===== src/rtl/cnn_pkg.sv =====
// Types and index helpers shared by the window generator and the systolic array,
// so both sides agree on the window size and on element placement.
package cnn_pkg;

    localparam int PIX_BITS = 4;

    typedef logic [PIX_BITS-1:0] pixel_t;

    // Number of elements in one flattened F x F x C window.
    function automatic int win_height(input int channel, input int f_width);
        return channel * f_width * f_width;
    endfunction

    // Flattened position of window element (channel c, row r, column k); row 0 and column 0 are oldest.
    function automatic int win_idx(input int c, input int r, input int k, input int f_width);
        return c * f_width * f_width + r * f_width + k;
    endfunction

endpackage


===== src/rtl/conv_window_gen_line_buffer.sv =====
// Single-channel delay line of DEPTH accepted samples, built as a circular buffer.
// Read is asynchronous at the write pointer, so it infers as distributed RAM.
module line_buffer #(
    parameter int WIDTH = 4,
    parameter int DEPTH = 8
) (
    input  logic             clk,
    input  logic             rst,
    input  logic             we_i,
    input  logic [WIDTH-1:0] din_i,
    output logic [WIDTH-1:0] dout_o
);

    localparam int PTR_W = (DEPTH > 1) ? $clog2(DEPTH) : 1;

    logic [WIDTH-1:0] mem [DEPTH];
    logic [PTR_W-1:0] ptr_q, ptr_d;

    // The slot about to be overwritten holds the sample from DEPTH writes ago.
    assign dout_o = mem[ptr_q];

    always_comb begin
        // NOTE: every always_comb output gets a default first, so no path leaves it unassigned and no latch is inferred.
        ptr_d = ptr_q;
        if (we_i) begin
            ptr_d = (ptr_q == PTR_W'(DEPTH - 1)) ? '0 : ptr_q + PTR_W'(1);
        end
    end

    always_ff @(posedge clk or posedge rst) begin
        if (rst) begin
            ptr_q <= '0;
        end else begin
            ptr_q <= ptr_d;
        end
    end

    // NOTE: storage arrays have no reset; their contents are don't-care after reset and a reset would block RAM inference.
    always_ff @(posedge clk) begin
        if (we_i) begin
            mem[ptr_q] <= din_i;
        end
    end

endmodule


===== src/rtl/conv_window_gen.sv =====
// Sliding F_WIDTH x F_WIDTH x CHANNEL window generator over a raster pixel stream (stride 1, no padding).
// Windows leave unskewed; F_WIDTH must be at least 2.
module conv_window_gen
    import cnn_pkg::*;
#(
    parameter  int CHANNEL    = 2,
    parameter  int F_WIDTH    = 2,
    parameter  int I_D_SIZE   = 4,
    parameter  int IMG_WIDTH  = 8,
    parameter  int IMG_HEIGHT = 8,
    localparam int HEIGHT     = win_height(CHANNEL, F_WIDTH)
) (
    input  logic                               clk,
    input  logic                               rst,
    input  logic                               clk_en,
    input  logic [CHANNEL-1:0][I_D_SIZE-1:0]   pixel_i,
    input  logic                               pixel_valid_i,
    input  logic                               sof_i,
    output logic [HEIGHT-1:0][I_D_SIZE-1:0]    vectorized_input_o,
    output logic                               window_valid_o,
    output logic                               frame_done_o
);

    localparam int COL_W = (IMG_WIDTH > 1) ? $clog2(IMG_WIDTH) : 1;
    localparam int ROW_W = (IMG_HEIGHT > 1) ? $clog2(IMG_HEIGHT) : 1;

    logic                 accept;
    logic [COL_W-1:0]     col_q, col_d, cur_col;
    logic [ROW_W-1:0]     row_q, row_d, cur_row;
    logic                 pos_valid, last_pos;
    logic                 valid_q, valid_d;
    logic                 done_q, done_d;

    logic [CHANNEL-1:0][F_WIDTH-1:0][F_WIDTH-1:0][I_D_SIZE-1:0] win_q, win_d;
    logic [HEIGHT-1:0][I_D_SIZE-1:0]                             vec_q, vec_d;

    // lb_dout[c][j] is channel c's sample from j+1 lines above the incoming pixel.
    logic [I_D_SIZE-1:0] lb_dout [CHANNEL][F_WIDTH-1];

    assign accept = clk_en & pixel_valid_i;

    for (genvar c = 0; c < CHANNEL; c++) begin : g_ch
        for (genvar j = 0; j < F_WIDTH - 1; j++) begin : g_line
            logic [I_D_SIZE-1:0] din;
            if (j == 0) begin : g_first
                assign din = pixel_i[c];
            end else begin : g_chain
                assign din = lb_dout[c][j-1];
            end

            line_buffer #(
                .WIDTH (I_D_SIZE),
                .DEPTH (IMG_WIDTH)
            ) u_line_buffer (
                .clk    (clk),
                .rst    (rst),
                .we_i   (accept),
                .din_i  (din),
                .dout_o (lb_dout[c][j])
            );
        end
    end

    // Position tracking; sof_i overrides the counters so the pixel becomes (0,0).
    always_comb begin
        cur_col   = sof_i ? '0 : col_q;
        cur_row   = sof_i ? '0 : row_q;
        pos_valid = (cur_col >= COL_W'(F_WIDTH - 1)) && (cur_row >= ROW_W'(F_WIDTH - 1));
        last_pos  = (cur_col == COL_W'(IMG_WIDTH - 1)) && (cur_row == ROW_W'(IMG_HEIGHT - 1));

        col_d   = col_q;
        row_d   = row_q;
        valid_d = valid_q;
        done_d  = done_q;

        if (clk_en) begin
            valid_d = accept && pos_valid;
            done_d  = accept && pos_valid && last_pos;
        end

        if (accept) begin
            if (cur_col == COL_W'(IMG_WIDTH - 1)) begin
                col_d = '0;
                row_d = (cur_row == ROW_W'(IMG_HEIGHT - 1)) ? '0 : cur_row + ROW_W'(1);
            end else begin
                col_d = cur_col + COL_W'(1);
                row_d = cur_row;
            end
        end
    end

    // Shift each window row left by one column and load the newest column on the right.
    always_comb begin
        win_d = win_q;
        vec_d = vec_q;

        if (accept) begin
            for (int c = 0; c < CHANNEL; c++) begin
                for (int r = 0; r < F_WIDTH; r++) begin
                    for (int k = 0; k < F_WIDTH - 1; k++) begin
                        win_d[c][r][k] = win_q[c][r][k+1];
                    end
                end
                for (int r = 0; r < F_WIDTH - 1; r++) begin
                    win_d[c][r][F_WIDTH-1] = lb_dout[c][F_WIDTH-2-r];
                end
                win_d[c][F_WIDTH-1][F_WIDTH-1] = pixel_i[c];
            end

            if (pos_valid) begin
                for (int c = 0; c < CHANNEL; c++) begin
                    for (int r = 0; r < F_WIDTH; r++) begin
                        for (int k = 0; k < F_WIDTH; k++) begin
                            vec_d[win_idx(c, r, k, F_WIDTH)] = win_d[c][r][k];
                        end
                    end
                end
            end
        end
    end

    // NOTE: sequential state uses non-blocking assignments so every flop samples pre-edge values.
    always_ff @(posedge clk or posedge rst) begin
        if (rst) begin
            col_q   <= '0;
            row_q   <= '0;
            valid_q <= 1'b0;
            done_q  <= 1'b0;
            win_q   <= '0;
            vec_q   <= '0;
        end else begin
            col_q   <= col_d;
            row_q   <= row_d;
            valid_q <= valid_d;
            done_q  <= done_d;
            win_q   <= win_d;
            vec_q   <= vec_d;
        end
    end

    assign vectorized_input_o = vec_q;
    assign window_valid_o     = valid_q;
    assign frame_done_o       = done_q;

endmodule


===== config.mk =====
export PLATFORM = sky130hd
export DESIGN_NAME = conv_window_gen
export DESIGN_NICKNAME = d
export VERILOG_FILES = /design/src/rtl/cnn_pkg.sv /design/src/rtl/conv_window_gen_line_buffer.sv /design/src/rtl/conv_window_gen.sv
export SDC_FILE = /design/constraint.sdc
export NUM_CORES = 1
export LEC_CHECK = 0
export CAP_MARGIN = 40
export CORE_UTILIZATION = 55
export DETAILED_ROUTE_END_ITERATION = 8
export GPL_ROUTABILITY_DRIVEN = 0
export MAX_ROUTING_LAYER = met4
export PLACE_DENSITY_LB_ADDON = 0.15
export SYNTH_ARGS = -nofsm -noshare
export SYNTH_HDL_FRONTEND = slang
export SYNTH_SLANG_ARGS = --single-unit
export TNS_END_PERCENT = 100

===== constraint.sdc =====
create_clock -name clk -period 2.1 [get_ports clk]
set_input_delay 0.21 -clock clk [delete_from_list [all_inputs] [get_ports clk]]
set_output_delay 0.21 -clock clk [all_outputs]
set_load 0.02 [all_outputs]

==> run metrics, run 1 <==
Tightest Pin Transition=roughly 0.55 ns; status=finished, violations left; fin crit share=between 80% and 90%; main combinational cell family by area after synthesis=multiplexers; drt first-iter violations=130; share of power burned in registers=between 40% and 50%; pin count of the biggest net entering global routing=33; ys async rst share=49.2%; DRC=3; Port Buffers=46; cts repair resizes=0; pre-CTS setup slack=-0.0613 ns; XOR/XNOR Fraction of Synth Area=0%; diode count=0; mean post-synth cell area=~17 um^2; ys flop type=edfxtp_1; Yosys top cell by area=edfxtp_1; Tightest Hold Check Type=in2async; fin crit period=between 1.5 and 2 ns; initial core utilization=roughly 58%; postcts setup bufs=0; most area-consuming cells after synthesis=edfxtp_1 38%, dfrtp_1 30%, mux2_2 9.1%, mux4_2 4.9%, mux2_4 2.6%; Synth Area in Compound Gates=roughly 2.0%; relative slew slack=approximately 63%; Syn Nets=between 300 and 400; core area=~8800 um^2; switch share=between 20% and 30%; clock transition at the registers of the reported paths=~0.060 ns; CP arrival=2.26 ns; number of flops mapped to enable cells by yosys=between 60 and 70; final hold vios=0; hold_buf cts=0; drt wl/cell=~18 um; via count of the first global-routing pass=between 2000 and 3000; via count=2732; CTS tree=built; gr usage total=a little over a fifth; TritonCTS Sinks=~130; CP max FO=18; peak supply drop=between 0.6 and 0.7 mV; Max Buffers Root-to-Sink=2; clk_lat worst skew=between 0.5 and 0.6 ns; startpoint types=flop; cell at the root of the clock tree=clkbuf_8; Nets=roughly 390; multiplexer share of the synthesized area=20.7%; CP endpoint kind=flop; global-route wire length before repair=around 15000 um; Leakage=around 2.6 nW; placed cells=459; final core occ=approximately 72%; achievable clock frequency=around 0.53 GHz; Finished Layout Cells=~490; failing checks=design-rule violations; Layout area overhead=25.7%; grt ovf=0; most frequent cells in the layout=64 x edfxtp_1, 62 x dfrtp_1, 46 x clkdlybuf4s50_1; Psw=1.72 mW; WL final=slightly below 9000 um; DP HPWL=roughly 6000 um; die width=just under 100 um; max_cap viols=0; Synth Register Bits=around 130; CTS buffer count=17; Comb power frac=~16%; unrepaired setup endpoints after global routing=no; post-synthesis sequential area ratio=approximately two thirds; Core Rows=34; commonest non-fill, non-tap cell in the layout=edfxtp_1; drt pass-1 iters=6; Via density=5.56; critical path class=reg2reg; synth unique cells=32; Top Ports=47; Worst Skew=roughly 0.0073 ns; Post-Synth Simple-Gate Area=under 10%; H-tree depth=4; clock power share=39.6%; Synth Warn #=0; Pins Over Slew Limit=0; internal power=between 5 and 6 mW; post-synthesis instance total=approximately 290; Die Span Y=about 98 um; Total Power=~6.9 mW; initial antenna violation count=0; Post-Synth Adder-Cell Area=about 2%; FILL cells=560; Detail Route Antenna Nets=0; setup ws final=0.222 ns; layout cells sized above 1=between 30 and 40%; Netlist Area Pre-Place=between 5000 and 6000 um^2; top cell type's share of synthesized area=37.7%; CP required=~2.5 ns; die footprint=9660 um^2; pwr dens=roughly 1100 nW/um^2; final setup violation count=0
[per-layer routing]
metal	wire, um	up-vias	share of wire [%]	GRT usage (%)
met3	323	13	3.6	6.37
met1	4190	1390	47	26.9
met2	4300	68	48	33.6
met5	0	-	0	-
met4	129	0	1.4	7.69
li1	-	1261	-	-
[cell families after synthesis]
| logic type | count (synthesis) |
|---|---|
| simple gates | 46 |
| compound gates | 17 |
| fa+ha+maj | 8 |
| flops | 126 |
| buf+inv | 23 |
| mux | 74 |
[area by class of cell]
cell class              count  area [um^2]  share of cell area (%)
well taps                 108          135                    2.11
multi-input cells         145         1510                    23.5
clock buffers              22          453                    7.06
repair buffers             74          708                    11.0
inverters                   6         22.5                   0.351
clock inverters            10          114                    1.78
flip-flops and latches    126         3470                    54.2
[metrics by stage]
step | hold WS (ns) | cell area, um^2 | TNS, ns
2_1_floorplan | 0.309 | 5100 | 0
3_3_place_gp | 0.457 | 5850 | -0.779
3_5_place_dp | 0.465 | 5850 | -0.877
4_1_cts | 0.000590 | 6410 | 0
5_1_grt | 0.0272 | 6410 | 0
6_report | 0.00117 | 6410 | 0
[worst paths after layout]
check / startpoint / endpoint / slack, ns / cells after the start
setup reg to reg: col_q[0] / vectorized_input_o[24] / 0.22 / 6
hold reg to reg: win_q[20] / win_q[20] / 0.47 / 2
max in group asynchronous: rst / vectorized_input_o[14] / 1.57 / 3
setup / recovery: col_q[0] / vectorized_input_o[24] / 0.22 / 6
hold / removal: rst / vectorized_input_o[18] / 0.001 / 2
min in group clk: clk_en / window_valid_o / 0.38 / 3
[synthesized netlist by cell type, types with 3 or more instances]
master    number
mux2_2        41
buf_4          3
nor4_1         3
ha_1           8
edfxtp_1      64
mux4_1         5
nor2b_1        3
mux2i_1        7
dfrtp_1       62
nand2b_1       5
mux2_4         9
mux4_2        11
nor3_1        11
nand2_1       13
buf_2          3
o21ai_0       11
clkbuf_1       8
inv_1          6
a21o_1         3
nor2_1         6
[critical path, stage by stage (launching register included)]
cell     delay (ns)
dfrtp_1        0.39
nor2b_1        0.17
ha_1           0.18
nor4_1         0.42
nor4_4         0.10
buf_12         0.18
mux2_1         0.31
[state kept, by name, indices dropped and copies added, names as in the netlist]
name,count
win_q,16
g_ch.g_line.u_line_buffer.mem,64
row_q,3
col_q,3
vectorized_input_o,32
g_ch.g_line.u_line_buffer.ptr_q,6
window_valid_o,1
frame_done_o,1
[power by group through the flow]
stage / sequential, mW / combinational [mW] / clock [mW]
2_1_floorplan: 2.99 / 0.896 / 0
3_3_place_gp: 3.14 / 1.05 / 0
3_5_place_dp: 3.15 / 1.08 / 0
4_1_cts: 3.11 / 1.09 / 2.79
5_1_grt: 3.14 / 1.18 / 2.90
6_report: 3.11 / 1.08 / 2.75
No activity file was read; power rests on OpenSTA's default activity.
==> run 2, diff against run 1 <==
--- a/config.mk
+++ b/config.mk
@@ -5,8 +5,8 @@
 export SDC_FILE = /design/constraint.sdc
 export NUM_CORES = 1
 export LEC_CHECK = 0
-export CAP_MARGIN = 40
-export CORE_UTILIZATION = 55
+export CAP_MARGIN = 30
+export CORE_UTILIZATION = 46
 export DETAILED_ROUTE_END_ITERATION = 8
 export GPL_ROUTABILITY_DRIVEN = 0
 export MAX_ROUTING_LAYER = met4
==> run 2 against run 1 <==
The run now ends clean. Sequential power barely moved. Sequential share of layout area fell by 0.74 points. Wire length rose by 0.29%. Clock skew fell by 0.0018 ns. Via count fell by 0.18%. Cell count rose by 6.1%. Fmax rose by 1.1%. Die area rose by 19%. Highest routed layer unchanged.
==> run metrics, run 2 (synthesis results as in run 1) <==
status=finished clean; Top Ports=47 (unchanged); Layout area overhead=27.5%; Die Span Y=107 um (+9.2%); Finished Layout Cells=521 (+6.1%); clock transition at the registers of the reported paths=0.06 ns (about the same); CP delay by family, top=simple AND/OR/NAND/NOR gates; R2R Path Start=col_q[0]; Most flops, register=g_ch.g_line.u_line_buffer.mem; CP max FO=22 (+4); DP HPWL=6010 um (+0.77%); Setup TNS=0 ns (unchanged); critical path class=reg2reg; Tightest Hold Check Type=in2async; Tightest Pin Transition=0.560 ns (+0.00496 ns); critical-path cell list=nor2b_1, ha_1, nor4_1, nor4_4, buf_12, mux2_1; die footprint=11500 um^2 (+19%); CTS buffer count=17 (unchanged); cell at the root of the clock tree=clkbuf_8; diode count=0 (unchanged); unrepaired setup endpoints after global routing=no; fin crit share=88.5% (-0.97 points); global-route wire length before repair=14900 um (+0.42%); achievable clock frequency=0.538 GHz (+1.1%); DRC=0 (-3); max incr delay on CP=0.41 ns (about the same); startpoint types=flop; WL final=8980 um (+0.29%); cts repair resizes=0 (unchanged); drt pass-1 iters=4 (-2); Leakage=2.64 nW (+0.84%); CP arrival=2.24 ns (-0.02 ns); Total Power=7.28 mW (+4.8%); pin count of the biggest net entering global routing=63 (+91%); pwr dens=1120 nW/um^2 (+3.4%); fin crit period=1.86 ns (-0.0204 ns); Core Rows=38 (+12%); drt first-iter violations=122 (-6.2%); Detail Route Antenna Nets=0 (unchanged); layout cells sized above 1=31.2% (-0.098 points); core area=10800 um^2 (+23%); Worst Skew=0.00545 ns (-0.00185 ns); pre-CTS setup slack=-0.116 ns (-0.0543 ns); TritonCTS Sinks=126 (unchanged); placed cells=489 (+6.5%); CP endpoint kind=flop; gr usage total=18.4% (-3.2 points); via count of the first global-routing pass=2903 (-1.8%); FILL cells=842 (+50%); peak supply drop=0.546 mV (-10%); most frequent cells in the layout=64 x edfxtp_1, 62 x dfrtp_1, 46 x clkdlybuf4s50_1; max_cap viols=0 (unchanged); initial core utilization=47.0% (-11 points); postcts setup bufs=0 (unchanged); hold_buf cts=0 (unchanged); die width=107 um (+9.2%); FF-to-FF End=vectorized_input_o[24]; setup ws final=0.242 ns (+0.0204 ns); final hold vios=0 (unchanged); initial antenna violation count=0 (unchanged); drt wl/cell=17.2 um (-5.5%); via count=2727 (-0.18%); final setup violation count=0 (unchanged); CP Buf/Inv Count=1 (unchanged); CP required=2.48 ns (about the same); CTS tree=built; Pins Over Slew Limit=0 (unchanged); Nets=389 (-0.51%); Max Buffers Root-to-Sink=2 (unchanged); relative slew slack=62.7% (-0.33 points); clk_lat worst skew=0.50 ns (about the same); critical path depth in cells=6 (unchanged); critical path startpoint=col_q[0]; max reg flops=64 (unchanged); Port Buffers=46 (unchanged); H-tree depth=4 (unchanged); worst reg2reg setup slack=0.24 ns (+0.02 ns); critical path endpoint=vectorized_input_o[24]; Via density=5.23 (-5.9%); commonest non-fill, non-tap cell in the layout=edfxtp_1; slowest CP cell=nor4_1; grt ovf=0 (unchanged); worst-case reg-to-reg path depth=6 (unchanged)
run 2: changes by cell type in the layout (fill, tap and decap cells not counted), moves of 2 or more:
cell / change
bufinv_16: +3
clkinv_1: +2
clkbuf_8: -2
buf_4: -2
inv_6: +3
clkbuf_1: -3
run 2: area by class of cell:
class                           instances  area [um^2]  share of cell area [%]
Clock buffer                           17          414                    6.37
Clock inverter                         15          216                    3.33
Inverter                                6         22.5                   0.346
Multi-Input combinational cell        145         1510                    23.2
Sequential cell                       126         3470                    53.4
Tap cell                              140          175                    2.69
Timing Repair Buffer                   72          693                    10.7
run 2: per-stage QoR:
step	utilization, %	area, um^2	hold WS (ns)
6_report	60.0	6500	0.0996
5_1_grt	60.0	6500	0.119
4_1_cts	60.0	6500	0.0976
3_5_place_dp	54.2	5870	0.473
3_3_place_gp	54.2	5870	0.458
2_1_floorplan	-	5100	0.309
run 2: worst min-delay path, cell delays in order:
cell	delay, ns
clkdlybuf4s50_1	0.41
inv_2	0.07
buf_12	0.30
run 2: worst min-delay path by stage:
stage	cells past startpoint	start	to	slack, ns
2_1_floorplan	0	pixel_i[0]	g_ch[0].g_line[0].u_line_buffer.mem[0][0]	0.31
3_3_place_gp	2	win_q[21]	win_q[21]	0.46
3_5_place_dp	1	window_valid_o	window_valid_o	0.47
4_1_cts	3	rst	col_q[1]	0.1
5_1_grt	3	rst	col_q[1]	0.12
6_report	3	rst	col_q[1]	0.1
run 2: routing by layer:
layer  GRT usage, %  vias up  routed length, um
li1               -     1261                  -
met1           24.2     1389               4160
met2           26.9       67               4280
met3           4.72       10                386
met4           8.61        0                144
met5              -        -                  0
run 2: where the power goes:
part	leakage [nW]	switching (mW)	internal (mW)
clock	0.300	1.05	2.04
combinational	0.965	0.456	0.634
sequential	1.38	0.251	2.85
total	2.64	1.76	5.52
